<file path="config.mk">
export PLATFORM = sky130hd
export DESIGN_NAME = fpu_scoreboard
export DESIGN_NICKNAME = d
export VERILOG_FILES = /design/src/rtl/fpu_scoreboard.sv
export SDC_FILE = /design/constraint.sdc
export NUM_CORES = 1
export LEC_CHECK = 0
export CORE_MARGIN = 8
export CORE_UTILIZATION = 55
export CTS_CLUSTER_DIAMETER = 30
export DETAILED_ROUTE_END_ITERATION = 12
export PLACE_DENSITY = 0.72
export SLEW_MARGIN = 20
export SYNTH_ARGS = -nofsm -noshare
export SYNTH_HDL_FRONTEND = slang
export SYNTH_SLANG_ARGS = --single-unit
</file>
<file path="constraint.sdc">
create_clock -name clk -period 23.8 [get_ports clk]
set_input_delay 2.38 -clock clk [delete_from_list [all_inputs] [get_ports clk]]
set_output_delay 2.38 -clock clk [all_outputs]
set_load 0.005 [all_outputs]
</file>
<file path="src/rtl/fpu_scoreboard.sv">
// Register-write scoreboard: tracks in-flight writes per file/register and derives decode stall,
// bypass hits and writeback strobes. Same-cycle bypass of completing writes is enabled by `BYPASS_EN.
module fpu_scoreboard #(
  parameter  int NREG   = 32,
  parameter  int NFILE  = 2,
  parameter  int NSRC   = 3,
  parameter  int MAXLAT = 15,
  localparam int RW     = $clog2(NREG),
  localparam int FW     = (NFILE > 1) ? $clog2(NFILE) : 1,
  localparam int LW     = $clog2(MAXLAT + 1)
) (
  input  logic                clk,
  input  logic                reset,
  input  logic [NSRC-1:0]     src_valid,
  input  logic [NSRC*FW-1:0]  src_file,
  input  logic [NSRC*RW-1:0]  src_reg,
  input  logic                issue_valid,
  input  logic [FW-1:0]       issue_file,
  input  logic [RW-1:0]       issue_reg,
  input  logic [LW-1:0]       issue_lat,
  output logic                stall,
  output logic [NSRC-1:0]     fwd_hit,
  output logic [NFILE-1:0]    wb_valid,
  output logic [NFILE*RW-1:0] wb_reg,
  output logic                busy_any
);

  logic [LW-1:0]     cnt_q  [NFILE][NREG];
  logic [LW-1:0]     cnt_d  [NFILE][NREG];
  logic [MAXLAT-1:0] resv_q [NFILE];
  logic [MAXLAT-1:0] resv_d [NFILE];

  logic [LW-1:0]     eff_lat;
  logic [MAXLAT-1:0] resv_shift;
  logic              issue_track;
  logic              waw_haz;
  logic              port_haz;
  logic              src_haz;
  logic              accept;
  logic [FW-1:0]     sf;
  logic [RW-1:0]     sr;
  logic [LW-1:0]     sc;

  function automatic logic file_ok(input logic [FW-1:0] f);
    return 32'(f) < 32'(NFILE);
  endfunction

  function automatic logic is_zero_reg(input logic [FW-1:0] f, input logic [RW-1:0] r);
    return (f == '0) && (r == '0);
  endfunction

  // Hazard evaluation, all against pre-update state.
  always_comb begin
    eff_lat = issue_lat;
    if (issue_lat == '0) begin
      eff_lat = LW'(1);
    end else if (32'(issue_lat) > 32'(MAXLAT)) begin
      eff_lat = LW'(MAXLAT);
    end

    issue_track = issue_valid && file_ok(issue_file) && !is_zero_reg(issue_file, issue_reg);
    // The new write lands in the post-shift window, so compare against the shifted vector.
    resv_shift  = resv_q[issue_file] >> 1;
    waw_haz     = issue_track && (cnt_q[issue_file][issue_reg] > eff_lat);
    port_haz    = issue_track && resv_shift[eff_lat - LW'(1)];

    src_haz = 1'b0;
    fwd_hit = '0;
    sf      = '0;
    sr      = '0;
    sc      = '0;
    for (int i = 0; i < NSRC; i++) begin
      sf = src_file[i*FW +: FW];
      sr = src_reg[i*RW +: RW];
      sc = cnt_q[sf][sr];
      if (src_valid[i] && file_ok(sf) && !is_zero_reg(sf, sr) && (sc != '0)) begin
`ifdef BYPASS_EN
        if (sc == LW'(1)) begin
          fwd_hit[i] = 1'b1;
        end else begin
          src_haz = 1'b1;
        end
`else
        src_haz = 1'b1;
`endif
      end
    end

    stall  = src_haz || waw_haz || port_haz;
    accept = issue_track && !stall;
  end

  always_comb begin
    busy_any = 1'b0;
    wb_valid = '0;
    wb_reg   = '0;
    for (int f = 0; f < NFILE; f++) begin
      resv_d[f] = resv_q[f] >> 1;
      for (int r = 0; r < NREG; r++) begin
        cnt_d[f][r] = cnt_q[f][r];
        if (cnt_q[f][r] != '0) begin
          cnt_d[f][r] = cnt_q[f][r] - LW'(1);
          busy_any    = 1'b1;
        end
        if (cnt_q[f][r] == LW'(1)) begin
          wb_valid[f]           = 1'b1;
          wb_reg[f*RW +: RW]    = RW'(r);
        end
      end
    end
    // A fresh issue overrides the entry's decrement; a completing old write still strobes above.
    if (accept) begin
      cnt_d[issue_file][issue_reg]           = eff_lat;
      resv_d[issue_file][eff_lat - LW'(1)]   = 1'b1;
    end
  end

  always_ff @(posedge clk or posedge reset) begin
    if (reset) begin
      cnt_q  <= '{default: '0};
      resv_q <= '{default: '0};
    end else begin
      cnt_q  <= cnt_d;
      resv_q <= resv_d;
    end
  end

endmodule

</file>
======== Word level (Yosys, flattened, before mapping) ========
Cells that the tools add are included.
W data, S select, Z words.
word-level totals
  register bits after elaboration ......... 286
  output and inout bits ................... 17
cells by class
  add/sub/neg operators ................... 65
  $lt $le $gt $ge ......................... 13
  equality and inequality tests ........... 64
  multiplexer cells ....................... 298
  bitwise logic cells ..................... 13
  reduce and logical (&&, ||, !) cells .... 96
operators with widths
  operator               number
  $mux W128              13
  $mux W5                60
  $mux W4                74
  $reduce_bool A4 Y1     67
  $sub A4 B1 Y4 const B  65
  $bwmux W256            1
  $eq A4 B1 Y1 const B   64
  $mux W256              1
  $mux W1                135
  $demux W128 S1         1
  $bmux W4 S5            4
  $mux W15               4
  $mux W30               1
  $or A29 B30 Y30        1
  $ge A6 B6 Y1 const B   4
  $not A5 Y6             4
  $demux W4 S5           1
  $logic_not A5 Y1       4
  $logic_and A1 B1 Y1    17
  $demux W15 S1          1
  $ge A2 B2 Y1 const B   4
  $not A1 Y2             4
  $lt A6 B1 Y1 const B   1
  $logic_not A1 Y1       5
  9 further kinds        13

======== Logic depth before layout (Yosys ltp) ========
Gate-level depths: netlist of the first run.
  word-level depth ........................ 65
  mapped depth ............................ 21
  mapped depth without buffers ............ 16

======== Worst setup path after synthesis of the first run ========
No wires, ideal clock.
  path kind ............................... input to output
  start ................................... input issue_file
  end ..................................... output stall
  data arrival time ....................... 5.868 ns
  path slack .............................. 15.552 ns
  stages .................................. 16
  path buffers ............................ 3
  cell sequence ........................... buf_1 buf_1 clkbuf_1 mux4_2 mux2i_1 o22ai_1 or4_1 ha_1 nor2b_1 o21ai_0 nand2b_1 a21oi_1 a41o_1 o31ai_1 nand2_1 nand2_1
on the way
  longest elaborated chain between the ends .. 11
ends and longest elaborated chain
  what                                           RTL line  source
  from (decl)                                    18        input logic [FW-1:0] issue_file,
  $not A1 Y2 (implied by the code)               63, 64
  $mux W128 (implied by the code) (3 in series)  64        waw_haz = issue_track && (cnt_q[issue_file][issue_reg] > eff_lat);
  $bmux W4 S5                                    64
  $mux W4 (implied by the code) (2 in series)    64
  $gt A4 B4 Y1                                   64
  $logic_and A1 B1 Y1                            64
  $logic_or A1 B1 Y1                             89        stall = src_haz || waw_haz || port_haz;
  $logic_or A1 B1 Y1 *                           89
  to (decl)                                      21        output logic stall,
Every way passes the cells marked *; elsewhere a longest branch is shown, timed or not. The select of a mux whose other input is x is not followed.

======== Worst setup path in the final report of the first run ========
Ends and elaborated chain as after synthesis.

==> metrics.cfg, run 1 <==
[synthesis]
ys_types=70
synth.most_common_cell=mux2i_1
synthFlopType=dfrtp_1
syn_avg_cell_area_um2=9.55
yosys.area.top_type=dfrtp_1
synth-seq-cells=284
yosys-top-cells-count=mux2i_1 (294), dfrtp_1 (284), nand2_1 (244)
yosysSeqAreaShare_pct=30.6
synth_cells=2432
synth-async-reset-ratio_pct=100
synth.area.top_cells=dfrtp_1 (31%), mux2i_1 (13%), ha_1 (11%), mux4_2 (9.5%), nand2_1 (3.9%)
synth_edf_count=0
syn_area_um2=23200
yosysWarnings=0
synth_top_area_share_pct=30.6

[sta]
slew_viol_final=0
hold_violations=0
finalSetupTns_ns=0
worst_pin_slew_ns=1.26
fin_skew_ns=0.0346
fin_crit_ns=9.47
relSlewSlack_pct=14.0
fmaxAchievable_ghz=0.106
setup_violations=0
rsz0062_at_grt=no
fin_crit_sh_pct=39.8

[global_route]
overflow=0
grt_pass1_wl_mm=129
antenna_found_initial=5
grt_usage_pct=33.8
grt_pass1_vias=21200
grt_max_degree=162

[detailed_routing]
drt-initial-drc-count=2593
drcViolationCount=0
wl_mm=84.3
drt-pass1-iter-count=10
detailroute.via_count=21100
antenna_left=0
viasPerCell=6.83
wl_per_cell_um=27.3

[run_status]
outcome=complete, no violations

[worst_hold_path]
hold_depth=1
hp-start=resv_q[11]
min_to=resv_q[10]
hp-class=flip-flop to flip-flop

[power]
p_leak_uw=0.0135
powerDensity_nw_per_um2=153
ir_worst_vdd_mv=0.0795

[setup_path]
cp_max_fo=49
reg2reg_slack_ns=18.59
crit_type=primary input to primary output
cp.required_ns=21.42
r2r_end=cnt_q[247]
r2r_cells=15
endpoint_kind=primary output
cp.arrival_ns=7.09
rr_startpoint=cnt_q[65]
critPathLaunchType=primary input

[clock_network]
root_buffer=clkbuf_16
numClockSinks=284
htreeDepth=3
postCtsSetupRepairBufs=0
clkTransAtPathRegs_ns=0.04
clk_latency_ns=0.63
cts_buffers=84
cts_tree=yes
cts_resized=0
cts_max_path_buffers=3
cts_hold_buf=0

[floorplan]
die_w_um=222
initial_core_util_pct=55.5
io_pins=51
die_y_um=222
core_region_area_um2=41900
die-area_um2=49100
rows=75

[layout]
final_cell_area_um2=27100
drive_gt1_share_pct=12.3
ff_latch_area_um2=7110
fillers=3277
syn_to_final_growth_pct=16.8
multi_input_comb_area_um2=15200
stdcell_count=3092
finalNetCount=2715
final_util_pct=64.9

[place]
place_congestion=1.05
port_buffers=47
place.detailed.hpwl_mm=59.4
dp_cells=2936
place_area_um2=24200

[flow_run]
cap_viol_max_count=0

-- layout make-up --
class | instances | area share [%]
antenna | 2 | 0.0184
clock buffer | 113 | 8.93
clock inverter | 41 | 1.90
inverter | 150 | 2.10
multi-input combinational | 1891 | 56.0
sequential | 284 | 26.2
tap | 539 | 2.48
timing repair buffer | 72 | 2.42
-- flip-flops by register name, indices dropped and copies added (netlist names) --
register  cells
resv_q       28
cnt_q       256
-- power breakdown --
part | switching (uW) | internal, uW | total [uW]
clock | 341 | 816 | 1160
combinational | 1050 | 817 | 1870
sequential | 417 | 721 | 1140
total | 1810 | 2350 | 4160
-- per-stage QoR --
step,hold WS (ns),worst slack [ns],power [uW]
floorplan,0.423,13.58,2270
global placement,0.442,14.39,2850
detailed placement,0.451,14.40,2920
CTS,0.466,14.38,4110
global route,0.487,14.11,4400
finish,0.467,14.33,4160
-- layout by cell type (no fill, tap or decap), types with 8 or more instances in the layout --
master	count
dfrtp_1	284
or4_1	15
nor3_1	95
nand2b_1	16
a31oi_1	8
clkdlybuf4s50_1	43
o22ai_1	22
mux2_2	21
clkbuf_16	87
o21bai_1	13
o21ai_0	84
xnor2_1	76
nand3_1	45
clkbuf_1	11
mux2i_1	294
mux4_2	98
nand4_1	67
nor3b_1	12
nor4_1	71
inv_1	142
clkinv_2	19
nor2b_1	8
or3_1	61
bufinv_16	10
and2_1	25
a211oi_1	12
a21oi_1	101
ha_1	198
a22oi_1	12
nand2_1	244
xor2_1	52
clkbuf_8	15
nor2_1	127
buf_4	26
-- routing by layer --
| metal | share of wire (%) | track usage, % |
|---|---|---|
| met1 | 38 | 42.0 |
| met2 | 44 | 52.4 |
| met3 | 11 | 8.21 |
| met4 | 7.3 | 22.0 |
| met5 | 0.033 | 0 |
-- logic make-up after synthesis --
family	share of synthesized area (%)
AO/OA/AOI/OAI	8.63
XOR/XNOR	4.83
adder cells (fa/ha/maj)	10.7
buffers and inverters	4.26
flip-flops	30.6
multiplexers	23.2
other	0.0161
AND/OR/NAND/NOR	17.8
-- critical path, stage by stage --
cell,delay [ns]
buf_4,0.48
buf_4,0.74
mux4_2,0.60
mux2i_1,0.32
o22ai_1,0.13
or4_1,0.52
ha_1,0.31
nor2b_1,0.14
o21ai_0,0.10
nand2b_1,0.09
a21oi_1,0.06
a41o_1,0.24
o31ai_1,0.18
nand2_1,0.10
nand2_1,0.10
clkdlybuf4s50_1,0.51
-- worst max path at each step --
stage	start	endpoint	slack, ns	depth (start not counted)
after detailed placement	issue_file	stall	14.40	16
final	issue_file	stall	14.33	16
after global routing	issue_file	stall	14.11	16
after global placement	issue_file	stall	14.39	16
after floorplan	reset	cnt_q[0]	13.58	1
after CTS	issue_file	stall	14.38	16
Note: power is estimated with default switching activity, not from simulation.
==> run 2, diff against run 1 <==
clock period = 8.9 ns   (was 23.8 ns; I/O delays follow)
==> run 2 against run 1 <==
Effect of this change: combinational power increased to 2.7 times the previous value; highest routed layer unchanged; die area unchanged; critical path type unchanged; clock power increased by 140%; via count decreased by 0.32%; sequential power increased to 2.6 times the previous value; cell area decreased by 0.94%; largest cell class unchanged; flip-flop and latch count unchanged.
==> metrics.cfg, run 2 (synthesis gave the netlist of run 1 again) <==
[run_status]
outcome=complete, no violations

[clock_network]
cts_max_path_buffers=3
postCtsSetupRepairBufs=0
cts_resized=0
htreeDepth=3
cts_buffers=79
cts_hold_buf=0
numClockSinks=284
cts_tree=yes
root_buffer=clkbuf_16
clk_latency_ns=0.61
clkTransAtPathRegs_ns=0.04

[floorplan]
die_w_um=222
rows=75
core_region_area_um2=41900
initial_core_util_pct=55.5
die_y_um=222
die-area_um2=49100
io_pins=51

[setup_path]
cp.arrival_ns=5.39
critPathLaunchType=primary input
worstPathCellList=buf_4 -> buf_4 -> mux4_2 -> mux2i_1 -> o22ai_1 -> or4_1 -> ha_1 -> nor2b_1 -> o21ai_0 -> nand2b_1 -> a21oi_1 -> a41o_1 -> o31ai_1 -> nand2_1 -> nand2_1 -> clkdlybuf4s50_1
cp.required_ns=8.01
endpoint_kind=primary output
slowest_delay_ns=0.60
crit_type=primary input to primary output
cp_max_fo=43
critPathSlowestCell=buf_4

[sta]
slew_viol_final=0
fin_crit_sh_pct=70.6
hold_violations=0
worst_pin_slew_ns=1.19
setup_violations=0
rsz0062_at_grt=no
fin_crit_ns=6.28
fmaxAchievable_ghz=0.159
finalSetupTns_ns=0
fin_skew_ns=0.0392
relSlewSlack_pct=20.0

[power]
p_leak_uw=0.0134
seqPwrFrac_pct=27.2
powerDensity_nw_per_um2=400
p_switching_uw=4690
power_frac_comb_pct=46.8
p_clk_share_pct=25.9
internal_power_uw=6060
ir_worst_vdd_mv=0.228
swShare_pct=43.7
power_uw=10800

[place]
place_area_um2=24200
place.detailed.hpwl_mm=56.8
port_buffers=47
place_congestion=1.04

[global_route]
antenna_found_initial=3
grt_max_degree=165
grt_pass1_wl_mm=125
grt_usage_pct=32.5
grt_pass1_vias=20800
overflow=0

[layout]
layout_common_cells=mux2i_1 (294), dfrtp_1 (284), nand2_1 (244)
regMostFlops=cnt_q
fillers=3313
final_cell_area_um2=26900
final_util_pct=64.2
drive_gt1_share_pct=11.9
largest_register_ffs=256
syn_to_final_growth_pct=15.7
top_regs=cnt_q x256, resv_q x28
finalNetCount=2715
final_common_cell=mux2i_1

[worst_hold_path]
hp-class=flip-flop to flip-flop

[flow_run]
cap_viol_max_count=0

[detailed_routing]
drt-initial-drc-count=2668
antenna_left=0
detailroute.via_count=21100
drt-pass1-iter-count=9
drcViolationCount=0
wl_mm=81.8
viasPerCell=6.83
wl_per_cell_um=26.5

-- run 2: cell count changes in the layout (fill, tap and decap cells not counted), moves of 3 or more --
| cell | change |
|---|---|
| nor2_2 | -4 |
| buf_4 | +5 |
| clkinv_2 | -3 |
| bufinv_16 | -6 |
| nor2_1 | +3 |
| clkbuf_16 | -3 |
-- run 2: worst max-delay path: cells and delay by family --
kind	cells	cell delay, ns
buffers and inverters	3	1.64
AOI/OAI and AO/OA	5	0.69
and+or+nand+nor	5	0.95
adders and majority gates	1	0.32
muxes	2	0.80
-- run 2: path summary, 6_finish.rpt --
path                            cells after the start        from         end  slack [ns]
worst min-delay path                                2   resv_q[7]   resv_q[6]        0.46
worst min register to register                      2   resv_q[7]   resv_q[6]        0.46
min in group asynchronous                           2       reset   resv_q[5]        0.83
worst max register to register                     15  cnt_q[161]  cnt_q[194]        3.77
max in group asynchronous                           3       reset  cnt_q[129]        6.57
worst max-delay path                               16  issue_file       stall        2.62
-- run 2: through the flow --
| step | setup WS, ns | hold WS [ns] | cells |
|---|---|---|---|
| after floorplan | 0.174 | 0.423 | 2434 |
| final | 2.62 | 0.464 | 3084 |
| after detailed placement | 2.45 | 0.449 | 2941 |
| after global placement | 2.55 | 0.445 | 2941 |
| after CTS | 2.67 | 0.460 | 3083 |
| after global routing | 2.43 | 0.480 | 3083 |
-- run 2: layer usage --
layer | global-route usage (%) | share of wire (%)
met4 | 20.7 | 7.2
met3 | 9.05 | 11
met2 | 48.5 | 44
met1 | 41.2 | 38
met5 | 0 | 0.086
-- run 2: area by class of cell --
class	count	area, um2	share of cell area [%]
Antenna cell	1	2.50	0.00931
Tap cell	539	674	2.51
Timing Repair Buffer	77	693	2.58
Sequential cell	284	7110	26.4
Multi-Input combinational cell	1891	15200	56.5
Clock buffer	112	2370	8.80
Inverter	150	571	2.12
Clock inverter	30	287	1.07
-- run 2: power groups by stage --
stage / combinational [uW] / clock [uW] / sequential (uW)
detailed placement: 4860 / 0 / 2870
CTS: 4920 / 2810 / 2880
finish: 5040 / 2790 / 2930
floorplan: 3540 / 0 / 2530
global route: 5500 / 2880 / 3000
global placement: 4660 / 0 / 2860
